$ cat config.mk
export PLATFORM = sky130hd
export DESIGN_NAME = regfile_flat
export DESIGN_NICKNAME = d
export VERILOG_FILES = /design/src/rtl/regfile_if.sv /design/src/rtl/regfile.sv /design/src/flat_wrapper.sv
export SDC_FILE = /design/constraint.sdc
export NUM_CORES = 2
export LEC_CHECK = 0
export CORE_MARGIN = 2
export CORE_UTILIZATION = 34
export CTS_BUF_LIST = sky130_fd_sc_hd__clkbuf_4
export CTS_CLUSTER_SIZE = 25
export DETAILED_ROUTE_END_ITERATION = 16
export DONT_BUFFER_PORTS = 1
export PLACE_DENSITY = 0.51
export SYNTH_ARGS = -nofsm -noshare
export SYNTH_HDL_FRONTEND = slang
export SYNTH_SLANG_ARGS = --single-unit
$ cat constraint.sdc
create_clock -name clk -period 192 [get_ports clk]
set_input_delay 38.4 -clock clk [delete_from_list [all_inputs] [get_ports clk]]
set_output_delay 38.4 -clock clk [all_outputs]
set_load 0.01 [all_outputs]
$ cat src/rtl/regfile_if.sv
// Register-file access bus: two combinational read ports and one write port.
// The decode/writeback side is master; the register file is slave.
interface regfile_if #(
    parameter int WIDTH      = 64,
    parameter int DEPTH_LOG2 = 5
);
    logic                  reg_write;
    logic [DEPTH_LOG2-1:0] write_register;
    logic [WIDTH-1:0]      write_data;
    logic [DEPTH_LOG2-1:0] read_register1;
    logic [DEPTH_LOG2-1:0] read_register2;
    logic [WIDTH-1:0]      read_data1;
    logic [WIDTH-1:0]      read_data2;

    // Write: reg_write qualifies write_register/write_data at each rising clk edge;
    // there is no ready, the write always completes. Reads have no handshake.
    modport master (
        output reg_write, write_register, write_data, read_register1, read_register2,
        input  read_data1, read_data2
    );

    modport slave (
        input  reg_write, write_register, write_data, read_register1, read_register2,
        output read_data1, read_data2
    );
endinterface

$ cat src/rtl/regfile.sv
// LEGv8 32-entry register file: X0..X30 stored in enable-gated registers,
// X31 (XZR) reads as zero and ignores writes. Async active-high reset.
module regfile #(
    parameter int WIDTH      = 64,
    parameter int DEPTH_LOG2 = 5
) (
    input  logic      clk,
    input  logic      reset,
    regfile_if.slave  bus
);
    localparam int DEPTH = 1 << DEPTH_LOG2;

    logic [DEPTH-2:0] wen;
    logic [WIDTH-1:0] rd_arr [DEPTH];

    // One-hot write decoder; index DEPTH-1 (XZR) has no enable line at all.
    always_comb begin
        wen = '0;
        for (int i = 0; i < DEPTH - 1; i++) begin
            wen[i] = bus.reg_write && (bus.write_register == i[DEPTH_LOG2-1:0]);
        end
    end

    for (genvar g = 0; g < DEPTH - 1; g++) begin : g_reg
        logic [WIDTH-1:0] data_q;
        logic [WIDTH-1:0] data_d;

        always_comb begin
            data_d = data_q;
            if (wen[g]) begin
                data_d = bus.write_data;
            end
        end

        always_ff @(posedge clk or posedge reset) begin
            if (reset) begin
                data_q <= '0;
            end else begin
                data_q <= data_d;
            end
        end

        assign rd_arr[g] = data_q;
    end

    assign rd_arr[DEPTH-1] = '0;

    // No write-to-read bypass: forwarding is handled by the ID stage.
    assign bus.read_data1 = rd_arr[bus.read_register1];
    assign bus.read_data2 = rd_arr[bus.read_register2];
endmodule
$ cat src/flat_wrapper.sv
// flat-port wrapper written by rule: the top's interface ports become plain ports
module regfile_flat 
#(
    parameter int WIDTH      = 64,
    parameter int DEPTH_LOG2 = 5
)
  (clk, reset, bus_reg_write, bus_write_register, bus_write_data, bus_read_register1, bus_read_register2, bus_read_data1, bus_read_data2);
  regfile_if #(.WIDTH(WIDTH), .DEPTH_LOG2(DEPTH_LOG2)) bus_i ();
  input  logic clk;
  input  logic reset;
  input wire logic [$bits(bus_i.reg_write)-1:0] bus_reg_write;
  input wire logic [$bits(bus_i.write_register)-1:0] bus_write_register;
  input wire logic [$bits(bus_i.write_data)-1:0] bus_write_data;
  input wire logic [$bits(bus_i.read_register1)-1:0] bus_read_register1;
  input wire logic [$bits(bus_i.read_register2)-1:0] bus_read_register2;
  output wire logic [$bits(bus_i.read_data1)-1:0] bus_read_data1;
  output wire logic [$bits(bus_i.read_data2)-1:0] bus_read_data2;
  assign bus_i.reg_write = bus_reg_write;
  assign bus_i.write_register = bus_write_register;
  assign bus_i.write_data = bus_write_data;
  assign bus_i.read_register1 = bus_read_register1;
  assign bus_i.read_register2 = bus_read_register2;
  assign bus_read_data1 = bus_i.read_data1;
  assign bus_read_data2 = bus_i.read_data2;
  regfile #(.WIDTH(WIDTH), .DEPTH_LOG2(DEPTH_LOG2)) u_core (.clk(clk), .reset(reset), .bus(bus_i));
endmodule
==> load_flow_metrics.sql <==
INSERT INTO impl_metrics (metric_group, metric, value, unit) VALUES
('outcome', 'run_status', 'finished with violations', ''),
('outcome', 'violated_checks', 'slew limit', ''),
('sta', 'setup-violations-final', '0', ''),
('synth', 'synth_area_leader_cell', 'sky130_fd_sc_hd__dfrtp_1', ''),
('global_routing', 'grt_use_total', '22.09', '%'),
('synth', 'syn-instance-count', '6852', ''),
('place', 'post-place-ws', '111850', 'ps'),
('setup_path', 'critPathMaxFanout', '575', ''),
('place', 'placed_cells', '10330', ''),
('clocking', 'cts_root_buf', 'sky130_fd_sc_hd__clkbuf_4', ''),
('min_path', 'hold_path.class', 'reg2reg', ''),
('synth', 'synth_area_leaders', 'sky130_fd_sc_hd__dfrtp_1 (47%), sky130_fd_sc_hd__mux2_2 (23%), sky130_fd_sc_hd__mux4_2 (18%), sky130_fd_sc_hd__mux2i_1 (3.7%), sky130_fd_sc_hd__clkbuf_1 (1.7%)', ''),
('routing', 'via_per_inst', '5.868', ''),
('final_layout', 'layout.nets', '6862', ''),
('final_layout', 'regMostFlops', 'u_core.g.data_q', ''),
('synth', 'distinct_cell_type_count_after_synthesis', '38', ''),
('job', 'number_of_max_cap_violations', '0', ''),
('setup_path', 'worstPathArrival', '42680', 'ps'),
('clocking', 'clock-sinks', '1984', ''),
('die', 'coreArea', '309400', 'µm²'),
('place', 'placedInstanceArea', '108900', 'µm²'),
('sta', 'timing.final.ws_setup', '110920', 'ps'),
('sta', 'fmax', '12.33', 'MHz'),
('sta', 'final_min_period_over_clock_period', '42.23', '%'),
('sta', 'timing_worst_slew_pin_value', '2061', 'ps'),
('die', 'core.rowCount', '204', ''),
('sta', 'relSlewSlack', '-37.40', '%'),
('synth', 'synthesis.area_per_instance', '15.44', 'µm²'),
('clocking', 'insertion_delay', '1290', 'ps'),
('final_layout', 'layout.cell_area.non_filler', '116100', 'µm²'),
('clocking', 'post-cts-setup-buffer-count', '0', ''),
('synth', 'synth-seq-cells', '1984', ''),
('clocking', 'cts.repair.resized', '0', ''),
('synth', 'synth_top_cell_area_share', '46.92', '%'),
('routing', 'drc', '0', ''),
('place', 'number_of_i_o_port_buffers', '0', ''),
('power_and_ir_drop', 'power_density', '10.36', 'nW/µm²'),
('final_layout', 'stdcell_count', '11310', ''),
('sta', 'post_route_hold_slack', '509.9', 'ps'),
('sta', 'finalHoldViolations', '0', ''),
('final_layout', 'number_of_fill_cells_in_the_layout', '29480', ''),
('die', 'die_height', '561.9', 'µm'),
('routing', 'number_of_detailed_route_iterations_in_the_first_pass', '7', ''),
('global_routing', 'grt_pass1_wl', '515.5', 'mm'),
('final_layout', 'area_growth_syn_to_layout', '9.733', '%'),
('synth', 'synth_edf_count', '0', ''),
('synth', 'ffs_w_async_s_r_synth', '100.0', '%'),
('setup_path', 'setup.worst_path.class', 'in2out', ''),
('sta', 'slew_violations', '478', ''),
('global_routing', 'pin_count_of_the_biggest_net_entering_global_routing', '576', ''),
('setup_path', 'reg2reg_from', 'u_core.g_reg[11].data_q[33]', ''),
('die', 'pin_count', '210', ''),
('synth', 'yosys_warnings', '0', ''),
('setup_path', 'critPathLaunch', 'bus_read_register1[1]', ''),
('clocking', 'worst_setup_hold_path_clk_slew', '60', 'ps'),
('synth', 'mappedNetlistArea', '105800', 'µm²'),
('power_and_ir_drop', 'worst_case_vdd_ir_drop', '0.004801', 'mV'),
('global_routing', 'globalRouteOverflowTotal', '0', ''),
('place', 'routabilityCongestion', '0.7628', ''),
('power_and_ir_drop', 'static-leakage-power', '50.26', 'nW'),
('die', 'fp.dieArea', '315700', 'µm²'),
('sta', 'min_period', '81080', 'ps'),
('clocking', 'cts_tree', 'built', ''),
('place', 'hpwl', '183.5', 'mm'),
('setup_path', 'cp-start-kind', 'input port', ''),
('routing', 'final_antenna_net_count', '0', ''),
('synth', 'synth.net_count', '6934', ''),
('setup_path', 'r2r_slack', '191170', 'ps'),
('die', 'die_x', '561.9', 'µm'),
('die', 'initial_core_util', '34.21', '%'),
('routing', 'drt_wl_total', '351.1', 'mm');
==> worst min-delay path by stage <==
stage	end	slack (ps)	depth (start not counted)
after floorplan	u_core.g_reg[28].data_q[51]	470	1
after global placement	u_core.g_reg[28].data_q[16]	490	1
after detailed placement	u_core.g_reg[28].data_q[56]	500	1
after CTS	u_core.g_reg[28].data_q[48]	510	1
after global routing	u_core.g_reg[28].data_q[18]	530	1
final	u_core.g_reg[28].data_q[48]	510	1
==> stage by stage <==
stage | utilization (%) | power (mW)
4_1_cts | 37.53 | 1.215
2_1_floorplan | - | 0.7563
5_1_grt | 37.53 | 1.266
6_report | 37.54 | 1.203
3_5_place_dp | 35.21 | 0.8011
3_3_place_gp | 35.21 | 0.7929
==> cell usage in the layout, fill, tap and decap left out, types with 4 or more instances in the layout <==
master                       synthesis  layout
sky130_fd_sc_hd__clkinvlp_4          0       4
sky130_fd_sc_hd__nand2b_1            8       5
sky130_fd_sc_hd__a21oi_1            44      44
sky130_fd_sc_hd__o22ai_1           137     137
sky130_fd_sc_hd__nor2b_1            34      30
sky130_fd_sc_hd__o31ai_1            24      24
sky130_fd_sc_hd__nand2_1            30      16
sky130_fd_sc_hd__nor2_4              0      13
sky130_fd_sc_hd__o211ai_1           10      10
sky130_fd_sc_hd__inv_2               0      13
sky130_fd_sc_hd__mux4_2            849     849
sky130_fd_sc_hd__nand3_4             0       4
sky130_fd_sc_hd__nor2_1             28      14
sky130_fd_sc_hd__nand2_4             0      14
sky130_fd_sc_hd__mux2_2           2181    2181
sky130_fd_sc_hd__clkinv_1            0      78
sky130_fd_sc_hd__bufinv_16           0      11
sky130_fd_sc_hd__mux2i_1           392     392
sky130_fd_sc_hd__diode_2             0       9
sky130_fd_sc_hd__clkinv_2            0       4
sky130_fd_sc_hd__o2bb2ai_1         114     114
sky130_fd_sc_hd__buf_4              37     107
sky130_fd_sc_hd__a21o_1             14      14
sky130_fd_sc_hd__dfrtp_1          1984    1984
sky130_fd_sc_hd__a221o_1           115     115
sky130_fd_sc_hd__nor4_1             10      10
sky130_fd_sc_hd__nor2b_4             0       4
sky130_fd_sc_hd__mux2_1             69      69
sky130_fd_sc_hd__clkbuf_4            0     855
sky130_fd_sc_hd__a211oi_1           25      25
==> layout make-up <==
cell class	count	area (µm²)	share of cell area, %
clock buffer	855	6419	5.528
tap	4120	5155	4.439
timing repair buffer	110	863.3	0.7435
inverter	1	11.26	0.009698
multi-input combinational	4114	53250	45.86
sequential	1984	49650	42.76
antenna	9	22.52	0.01940
clock inverter	113	748.2	0.6444
==> layer usage <==
layer / GRT usage, % / up-vias / share of wire [%]
met5: 0 / - / 0.024
met2: 35.76 / 1925 / 48
met4: 7.231 / 12 / 3.0
met1: 29.82 / 36840 / 44
li1: - / 26980 / -
met3: 4.201 / 585 / 5.3
==> critical path, cell delays in order <==
cell,delay (ps)
sky130_fd_sc_hd__nor2b_4,1260
sky130_fd_sc_hd__buf_4,710
sky130_fd_sc_hd__nand2_1,110
sky130_fd_sc_hd__o211ai_1,150
sky130_fd_sc_hd__a21oi_1,130
sky130_fd_sc_hd__nor4_1,710
sky130_fd_sc_hd__buf_4,260
==> cell families (layout without fill, tap and decap cells) <==
group / count (synthesis) / after routing / share of synthesized area [%]
and+or+nand+nor: 129 / 129 / 0.6397
muxes: 3491 / 3491 / 45.72
other: 0 / 9 / 0
buffers and inverters: 754 / 1079 / 3.066
AOI/OAI and AO/OA: 494 / 494 / 3.656
DFF: 1984 / 1984 / 46.92
==> where the power goes <==
group          internal, mW  leakage [nW]  switching [mW]  total (mW)
registers             0.500          25.4          0.0602       0.560
logic                 0.152          20.6          0.0821       0.234
clock network         0.216          4.30           0.192       0.408
total                 0.869          50.3           0.334        1.20
==> synthesized netlist by cell type (4+ instances only) <==
library cell / count
sky130_fd_sc_hd__mux2_2: 2181
sky130_fd_sc_hd__dfrtp_1: 1984
sky130_fd_sc_hd__mux4_2: 849
sky130_fd_sc_hd__clkbuf_1: 467
sky130_fd_sc_hd__mux2i_1: 392
sky130_fd_sc_hd__buf_2: 196
sky130_fd_sc_hd__o22ai_1: 137
sky130_fd_sc_hd__a221o_1: 115
sky130_fd_sc_hd__o2bb2ai_1: 114
sky130_fd_sc_hd__mux2_1: 69
sky130_fd_sc_hd__buf_1: 49
sky130_fd_sc_hd__a21oi_1: 44
sky130_fd_sc_hd__buf_4: 37
sky130_fd_sc_hd__nor2b_1: 34
sky130_fd_sc_hd__nand2_1: 30
sky130_fd_sc_hd__nor2_1: 28
sky130_fd_sc_hd__a211oi_1: 25
sky130_fd_sc_hd__o31ai_1: 24
sky130_fd_sc_hd__a21o_1: 14
sky130_fd_sc_hd__nor4_1: 10
sky130_fd_sc_hd__o211ai_1: 10
sky130_fd_sc_hd__nand2b_1: 8
sky130_fd_sc_hd__buf_6: 4
sky130_fd_sc_hd__nand3_1: 4
Note: power is estimated with default switching activity, not from simulation.
